<file path="config.mk">
export PLATFORM = sky130hd
export DESIGN_NAME = vram_arbiter
export DESIGN_NICKNAME = d
export VERILOG_FILES = /design/src/rtl/vram_arb_pkg.sv /design/src/rtl/vram_wbuf.sv /design/src/rtl/vram_arbiter.sv
export SDC_FILE = /design/constraint.sdc
export NUM_CORES = 1
export LEC_CHECK = 0
export CELL_PAD_IN_SITES_DETAIL_PLACEMENT = 0
export CELL_PAD_IN_SITES_GLOBAL_PLACEMENT = 1
export CORE_ASPECT_RATIO = 1.75
export CORE_UTILIZATION = 33
export DETAILED_ROUTE_END_ITERATION = 12
export PLACE_DENSITY = 0.91
export SETUP_SLACK_MARGIN = 0.05
export SYNTH_ARGS = -nofsm -noshare
export SYNTH_HDL_FRONTEND = slang
export SYNTH_HIERARCHICAL = 1
export SYNTH_SLANG_ARGS = --single-unit
</file>
<file path="constraint.sdc">
create_clock -name clock -period 1.8 [get_ports clock]
set_input_delay 0.36 -clock clock [delete_from_list [all_inputs] [get_ports clock]]
set_output_delay 0.36 -clock clock [all_outputs]
set_load 0.02 [all_outputs]
</file>
<file path="src/rtl/vram_arb_pkg.sv">
// Shared definitions for the VRAM arbiter: default geometry, watchdog limit
// and the CPU read-path state encoding.
package vram_arb_pkg;

  localparam int AW_DEF         = 16;
  localparam int DW_DEF         = 8;
  localparam int WAIT_LIMIT_DEF = 64;

  typedef enum logic [1:0] {
    IDLE    = 2'd0,
    RD_PEND = 2'd1,
    RD_DATA = 2'd2
  } arb_state_e;

endpackage

</file>
<file path="src/rtl/vram_wbuf.sv">
// One-entry posted-write buffer. A load in the same cycle as a drain wins,
// so the old entry leaves through the RAM port while the new one is captured.
module vram_wbuf
  import vram_arb_pkg::*;
#(
  parameter int AW = AW_DEF,
  parameter int DW = DW_DEF
) (
  input  logic          clock,
  input  logic          reset,
  input  logic          load,
  input  logic          drain,
  input  logic [AW-1:0] load_addr,
  input  logic [DW-1:0] load_data,
  output logic          valid,
  output logic [AW-1:0] addr,
  output logic [DW-1:0] data
);

  logic          valid_q, valid_d;
  logic [AW-1:0] addr_q, addr_d;
  logic [DW-1:0] data_q, data_d;

  always_comb begin
    valid_d = valid_q;
    addr_d  = addr_q;
    data_d  = data_q;
    if (load) begin
      valid_d = 1'b1;
      addr_d  = load_addr;
      data_d  = load_data;
    end else if (drain) begin
      valid_d = 1'b0;
    end
  end

  always_ff @(posedge clock) begin
    if (reset) begin
      valid_q <= 1'b0;
      addr_q  <= '0;
      data_q  <= '0;
    end else begin
      valid_q <= valid_d;
      addr_q  <= addr_d;
      data_q  <= data_d;
    end
  end

  assign valid = valid_q;
  assign addr  = addr_q;
  assign data  = data_q;

endmodule

</file>
<file path="src/rtl/vram_arbiter.sv">
// Single-port VRAM sharing: scanout owns every gpu_req cycle, the CPU uses the
// free slots through a posted-write buffer and a stalled read path.
module vram_arbiter
  import vram_arb_pkg::*;
#(
  parameter int AW         = AW_DEF,
  parameter int DW         = DW_DEF,
  parameter int WAIT_LIMIT = WAIT_LIMIT_DEF
) (
  input  logic          clock,
  input  logic          reset,
  input  logic          gpu_req,
  input  logic [AW-1:0] gpu_address,
  output logic [DW-1:0] gpu_data,
  input  logic [AW-1:0] cpu_address,
  input  logic [DW-1:0] cpu_wdata,
  input  logic          cpu_we,
  input  logic          cpu_re,
  output logic          cpu_ready,
  output logic [DW-1:0] cpu_rdata,
  output logic          cpu_rvalid,
  output logic          starve,
  output logic [AW-1:0] ram_address,
  output logic [DW-1:0] ram_wdata,
  output logic          ram_we,
  input  logic [DW-1:0] ram_rdata
);

  localparam logic [7:0] LIMIT = 8'(WAIT_LIMIT);

  arb_state_e    state_q, state_d;
  logic [AW-1:0] rd_addr_q, rd_addr_d;
  logic [DW-1:0] rdata_q, rdata_d;
  logic [7:0]    wait_cnt_q, wait_cnt_d;
  logic          starve_q, starve_d;

  logic          free;
  logic          wbuf_v;
  logic [AW-1:0] wbuf_addr;
  logic [DW-1:0] wbuf_data;
  logic          wbuf_load;
  logic          wbuf_drain;
  logic          rd_issue;
  logic          pending;
  logic          op_done;

  assign free       = ~gpu_req;
  assign cpu_ready  = ~reset & (state_q == IDLE) & (~wbuf_v | free);
  assign wbuf_load  = cpu_we & cpu_ready;
  // Outputs are gated by reset so a dropped operation never reaches the RAM or the CPU.
  assign wbuf_drain = ~reset & free & wbuf_v;
  assign rd_issue   = ~reset & (state_q == RD_PEND) & free & ~wbuf_v;

  vram_wbuf #(
    .AW(AW),
    .DW(DW)
  ) u_wbuf (
    .clock    (clock),
    .reset    (reset),
    .load     (wbuf_load),
    .drain    (wbuf_drain),
    .load_addr(cpu_address),
    .load_data(cpu_wdata),
    .valid    (wbuf_v),
    .addr     (wbuf_addr),
    .data     (wbuf_data)
  );

  assign ram_we      = wbuf_drain;
  assign ram_wdata   = wbuf_data;
  assign ram_address = gpu_req ? gpu_address :
                       (wbuf_v ? wbuf_addr : (rd_issue ? rd_addr_q : gpu_address));
  assign gpu_data    = ram_rdata;

  // RAM data arrives in RD_DATA; forward it directly so rvalid lands two cycles after accept.
  assign cpu_rvalid  = ~reset & (state_q == RD_DATA);
  assign cpu_rdata   = cpu_rvalid ? ram_rdata : rdata_q;
  assign starve      = starve_q;

  always_comb begin
    state_d   = state_q;
    rd_addr_d = rd_addr_q;
    rdata_d   = rdata_q;
    case (state_q)
      IDLE: begin
        if (cpu_re & cpu_ready) begin
          state_d   = RD_PEND;
          rd_addr_d = cpu_address;
        end
      end
      RD_PEND: begin
        if (rd_issue) begin
          state_d = RD_DATA;
        end
      end
      RD_DATA: begin
        rdata_d = ram_rdata;
        state_d = IDLE;
      end
      default: state_d = IDLE;
    endcase
  end

  always_comb begin
    pending    = wbuf_v | (state_q == RD_PEND);
    op_done    = wbuf_drain | rd_issue;
    wait_cnt_d = wait_cnt_q;
    if (!pending || op_done) begin
      wait_cnt_d = 8'd0;
    end else if (gpu_req && (wait_cnt_q < LIMIT)) begin
      wait_cnt_d = wait_cnt_q + 8'd1;
    end
    starve_d = starve_q | (wait_cnt_d == LIMIT);
  end

  always_ff @(posedge clock) begin
    if (reset) begin
      state_q    <= IDLE;
      rd_addr_q  <= '0;
      rdata_q    <= '0;
      wait_cnt_q <= 8'd0;
      starve_q   <= 1'b0;
    end else begin
      state_q    <= state_d;
      rd_addr_q  <= rd_addr_d;
      rdata_q    <= rdata_d;
      wait_cnt_q <= wait_cnt_d;
      starve_q   <= starve_d;
    end
  end

endmodule

</file>
==> run metrics, run 1 <==
status=finished with violations; failing checks=negative setup slack; root buffer cell=clkbuf_16; syn_nets=384; worst hold path class=reg2reg; nets=501; Die Ht=124 microns; vias in the first global route=2707; Mapped Cells=330; crit path kind=reg2out; Worst Path Required=1.44 ns; DRC viols=0; Syn. warnings=6; Die ar.=8860 sq um; Avg WL per Cell=15.0 microns; RSZ-0062 raised after global routing=true; Reg clk slew, reported paths=0.05 ns; FFs w/ async S/R, synth=0%; Max Cap Viol=0; TritonRoute pass-1 iters=4; Worst R2R Setup Slack=0.03 ns; Inserted Diodes=0; leakage power=1.77 nW; Worst-Margin Slew=0.317 ns; Clock Path Buffers=2; met1 GRT Util=19.5%; initial antenna violation count=0; H-tree depth=3; io pins=97; final core utilization=55.0%; post-synth top area cell=dfxtp_1; DP HPWL=5440 microns; # rows=44; DIE WIDTH=71.6 microns; worst-skew pair later-pin latency=0.33 ns; Final period util=107%; post-route ant nets=0; critical path arrival=1.57 ns; CTS tree=yes; area of the mapped netlist=2800 sq um; syn_area_per_cell=8.47 sq um; total CTS buffers=9; Final min period=1.93 ns; Worst Path Max Fanout=9; Core ar.=8260 sq um; most common cell in the netlist=nand2_1; Iteration-0 DRC Markers=95; fmax=517 MHz; # clock sinks=60; skew final=0.00735 ns; Synth-to-Final Area Change=62.3%; GR Layer Usage met2=36.4%; Tot GR Track Use=19.2%; Cell variety after synth=39; Final Hold Fails=0; Placed Area=4020 sq um; top cells by count, synth=nand2_1, dfxtp_1, nor2_1; M3 GR Usage=3.48%; endpoint class of the critical path=output pin; routability cong.=0.793; global-route wire length before repair=12800 microns; Synth top area share=43.0%; pin count of the biggest net entering global routing=28; Finish-stage setup viols=24; GR Overflow Total=0; PortBufs=96; cell area after layout=4540 sq um; Synth Flop Type=dfxtp_1; startpoint types=flip-flop; worst vdd ir=526 uV; ratio of cells with drive above 1 in the final layout=30.2%; DR vias=2715; synth top area cells=dfxtp_1, nand2_1, mux2i_1; Seq cells post-synth=60; EDFF count, synth=0; register area share after synthesis=43.0%; Pwr Density=828 nW/um^2; setup slack after layout=-0.135 ns; final wirelength=8160 microns; DR vias/cell=5.01; Rel. slew slack=78.3%; Starting Density=33.9%; final slew viol count=0; GRT busiest layer=met2
[kinds of logic (layout without fill, tap and decap cells)]
| logic type | count (synthesis) | count (layout) | synth area share [%] |
|---|---|---|---|
| compound gates | 71 | 71 | 15.8 |
| xor+xnor | 5 | 5 | 1.57 |
| fa+ha+maj | 1 | 1 | 0.447 |
| buf+inv | 34 | 154 | 7.56 |
| flops | 60 | 60 | 43.0 |
| mux | 33 | 33 | 12.2 |
| simple gates | 126 | 126 | 19.5 |
[layout by cell type, fill, tap and decap left out, types with 3 or more instances in the layout]
master / instances
clkbuf_8: 3
dfxtp_1: 57
buf_6: 16
a22oi_2: 15
buf_4: 33
nor2_1: 33
buf_12: 6
clkdlybuf4s50_1: 59
o21ai_2: 10
nor2b_1: 4
buf_2: 9
inv_1: 3
and3_1: 3
a21oi_1: 26
xor2_1: 4
nor2_4: 3
nand2_1: 68
mux2_4: 5
clkbuf_16: 10
mux2_2: 3
o21ai_1: 8
mux2i_1: 23
dlygate4sd2_1: 9
[power breakdown]
part           switching [mW]  internal (mW)
Sequential             0.0415           1.39
Clock                   0.557           1.02
Combinational           0.352          0.403
[timing repair]
| item | 4_1_cts | 5_1_grt |
|---|---|---|
| hold buffers | 0 | 0 |
| setup buffers | 5 | 4 |
| hold endpoints to repair | 0 | 0 |
| gates resized for setup | 179 | 14 |
| gates cloned | 3 | 1 |
| setup endpoints to repair | 66 | 65 |
| pin swaps | 9 | 9 |
[area by class of cell]
type                            instances  area [sq um]
Sequential cell                        60          1210
Multi-Input combinational cell        236          1580
Clock buffer                           12           267
Clock inverter                          2          10.0
Timing Repair Buffer                  137          1350
Tap cell                               92           115
Inverter                                3          11.3
Fill cell                             751          3720
[critical path, stage by stage (launching register included)]
cell and delay, ns:
dfxtp_2 0.34, nand2b_4 0.16, nor2_4 0.12, buf_12 0.14, mux2_2 0.32, buf_2 0.16
[path summary, 6_finish.rpt]
check / from / end / cells after the start
setup / recovery: state_q[0] / cpu_rdata[7] / 5
hold / removal: rdata_q[5] / rdata_q[5] / 2
setup reg to reg: u_wbuf/valid / u_wbuf/addr[8] / 8
hold reg to reg: rdata_q[5] / rdata_q[5] / 2
[sequential cells by signal, indices dropped and copies added, names as in the netlist]
register / flops
u_wbuf/data: 8
starve: 1
rdata_q: 8
u_wbuf/addr: 16
u_wbuf/valid: 1
rd_addr_q: 16
state_q: 2
wait_cnt_q: 8
[per-stage QoR]
| stage | power [mW] | setup WS [ns] | hold WS, ns | TNS, ns | instances |
|---|---|---|---|---|---|
| 2_1_floorplan | 1.79 | -0.00639 | 0.434 | -0.0192 | 330 |
| 3_3_place_gp | 2.11 | -0.561 | 0.440 | -28.86 | 517 |
| 3_5_place_dp | 2.12 | -0.582 | 0.444 | -30.53 | 517 |
| 4_1_cts | 3.77 | -0.137 | 0.359 | -3.04 | 539 |
| 5_1_grt | 3.90 | -0.194 | 0.475 | -3.93 | 542 |
| 6_report | 3.76 | -0.135 | 0.452 | -2.29 | 542 |
[per-layer routing]
metal / vias to the layer above / routed length, microns / part of all wire [%]
li1: 1350 / - / -
met1: 1295 / 2980 / 36
met2: 56 / 4730 / 58
met3: 14 / 260 / 3.2
met4: 0 / 191 / 2.3
met5: - / 0 / 0
(Power assumes the default switching activity.)
==> inputs of run 2 (changes only) <==
--- a/config.mk
+++ b/config.mk
@@ -16,3 +16,4 @@
 export SYNTH_HDL_FRONTEND = slang
 export SYNTH_HIERARCHICAL = 1
 export SYNTH_SLANG_ARGS = --single-unit
+export TNS_END_PERCENT = 50
==> run metrics, run 2 (synthesized netlist as in run 1, its figures left out) <==
pin count of the biggest net entering global routing=29 (was 28); Hold Path Depth=5 (was 2); Tot GR Track Use=19.0% (was 19.2%); nets=501 (unchanged); GR Overflow Total=0 (unchanged); Reg clk slew, reported paths=0.05 ns (about the same); post-route ant nets=0 (unchanged); skew final=0.00562 ns (was 0.00735 ns); global-route wire length before repair=12800 microns (about the same); io pins=97 (unchanged); worst hold path class=in2reg (was reg2reg); worst vdd ir=508 uV (was 526 uV); Die ar.=8860 sq um (unchanged); setup slack after layout=-0.134 ns (was -0.135 ns); DP HPWL=5490 microns (was 5440 microns); PortBufs=96 (unchanged); H-tree depth=3 (unchanged); Final min period=1.93 ns (about the same); Clock Path Buffers=2 (unchanged); # rows=44 (unchanged); Rel. slew slack=61.1% (was 78.3%); Final period util=107% (about the same); DR vias/cell=5.04 (was 5.01); Register Area=1210 sq um (about the same); # clock sinks=60 (unchanged); Layout Cells excl Fill=544 (was 542); Finish-stage setup viols=24 (unchanged); root buffer cell=clkbuf_16 (unchanged); DIE WIDTH=71.6 microns (unchanged); routability cong.=0.801 (was 0.793); worst-skew pair later-pin latency=0.32 ns (was 0.33 ns); commonest non-fill, non-tap cell in the layout=nand2_1 (unchanged); CTS tree=yes (unchanged); placed cells=518 (was 517); DR vias=2742 (was 2715); initial antenna violation count=0 (unchanged); Worst-Margin Slew=0.582 ns (was 0.317 ns); vias in the first global route=2701 (was 2707); startpoint types=flip-flop (unchanged); Iteration-0 DRC Markers=97 (was 95); Worst Path Required=1.44 ns (about the same); crit path kind=reg2out (unchanged); Final Hold Fails=0 (unchanged); leakage power=1.79 nW (was 1.77 nW); RSZ-0062 raised after global routing=true (unchanged); critical path arrival=1.57 ns (about the same); Avg WL per Cell=15.4 microns (was 15.0 microns); Core ar.=8260 sq um (unchanged); Starting Density=33.9% (unchanged); Die Ht=124 microns (unchanged); final wirelength=8380 microns (was 8160 microns); failing checks=negative setup slack (unchanged); Inserted Diodes=0 (unchanged); ratio of cells with drive above 1 in the final layout=28.3% (was 30.2%); endpoint class of the critical path=output pin (unchanged); total CTS buffers=9 (unchanged); Pwr Density=865 nW/um^2 (was 828 nW/um^2); DRC viols=0 (unchanged); Synth-to-Final Area Change=64.7% (was 62.3%); FF-to-FF path depth=7 (was 8); fmax=517 MHz (about the same); most frequent cells in the layout=nand2_1, clkdlybuf4s50_1, dfxtp_1, nor2_1, buf_4 (unchanged); final slew viol count=0 (unchanged); Worst Path Max Fanout=5 (was 9); DP Worst Slack=-0.630 ns (was -0.582 ns); Filler Cells Inserted=761 (was 751); Max Cap Viol=0 (unchanged); TritonRoute pass-1 iters=5 (was 4); status=finished with violations (unchanged); area occupied by multi-input gates=1540 sq um (was 1580 sq um)
## run 2: changes by cell type in the layout (fill, tap and decap cells not counted), sizes merged
| cell | delta |
|---|---|
| bufinv | +1 |
| clkinvlp | +1 |
| buf | +1 |
| clkinv | -1 |
## run 2: stage by stage
step / instance area (sq um) / power [mW] / hold WS (ns) / util, % / setup TNS, ns
floorplan: 2870 / 1.79 / 0.434 / - / -0.0192
detailed placement: 4040 / 2.12 / 0.446 / 48.9 / -32.52
finish: 4600 / 3.98 / 0.448 / 55.8 / -1.92
CTS: 4610 / 4.01 / 0.444 / 55.9 / -4.29
global route: 4600 / 4.12 / 0.469 / 55.8 / -4.09
global placement: 4040 / 2.10 / 0.441 / 48.9 / -30.98
## run 2: final timing paths
path / slack, ns / to / startpoint
max: -0.13 / cpu_rdata[1] / state_q[1]
min reg2reg: 0.45 / rdata_q[7] / rdata_q[7]
max reg2reg: 0.03 / u_wbuf/addr[12] / u_wbuf/valid
min: 0.45 / state_q[1] / reset
## run 2: timing repair
action / in CTS / in global routing
setup endpoints to repair: 72 / 52
resized for setup: 203 / 6
gates cloned: 4 / 1
hold buffers: 0 / 0
buffers inserted: 6 / 2
pin swaps: 11 / 21
## run 2: area by class of cell
type,count,share of cell area (%)
clock buffer,13,6.09
clock inverter,3,0.924
inverter,3,0.245
multi-input combinational,236,33.5
sequential,60,26.2
tap,92,2.50
timing repair buffer,137,30.5
## run 2: report_power, final
part | switching, mW | total [mW] | internal [mW]
clock network | 0.585 | 1.80 | 1.22
logic | 0.350 | 0.752 | 0.401
registers | 0.0399 | 1.43 | 1.39
## run 2: per-layer routing
metal,part of all wire [%],track usage [%],vias to the layer above
met5,0,0,-
met4,2.6,9.19,0
met3,3.1,2.59,14
met2,57,38.2,69
met1,37,18.6,1311
li1,-,-,1348
## run 2: critical path, stage by stage (launching register included)
cell	delay [ns]
dfxtp_2	0.35
buf_6	0.11
nand2b_4	0.06
nor2_4	0.13
buf_6	0.15
mux2_4	0.31
buf_6	0.13
==> inputs of run 3 (changes only) <==
--- a/config.mk
+++ b/config.mk
@@ -5,6 +5,7 @@
 export SDC_FILE = /design/constraint.sdc
 export NUM_CORES = 1
 export LEC_CHECK = 0
+export CAP_MARGIN = 20
 export CELL_PAD_IN_SITES_DETAIL_PLACEMENT = 0
 export CELL_PAD_IN_SITES_GLOBAL_PLACEMENT = 1
 export CORE_ASPECT_RATIO = 1.75
==> results of run 3 <==
Same layout as run 2: the final DEF is identical, and so are final timing and power.
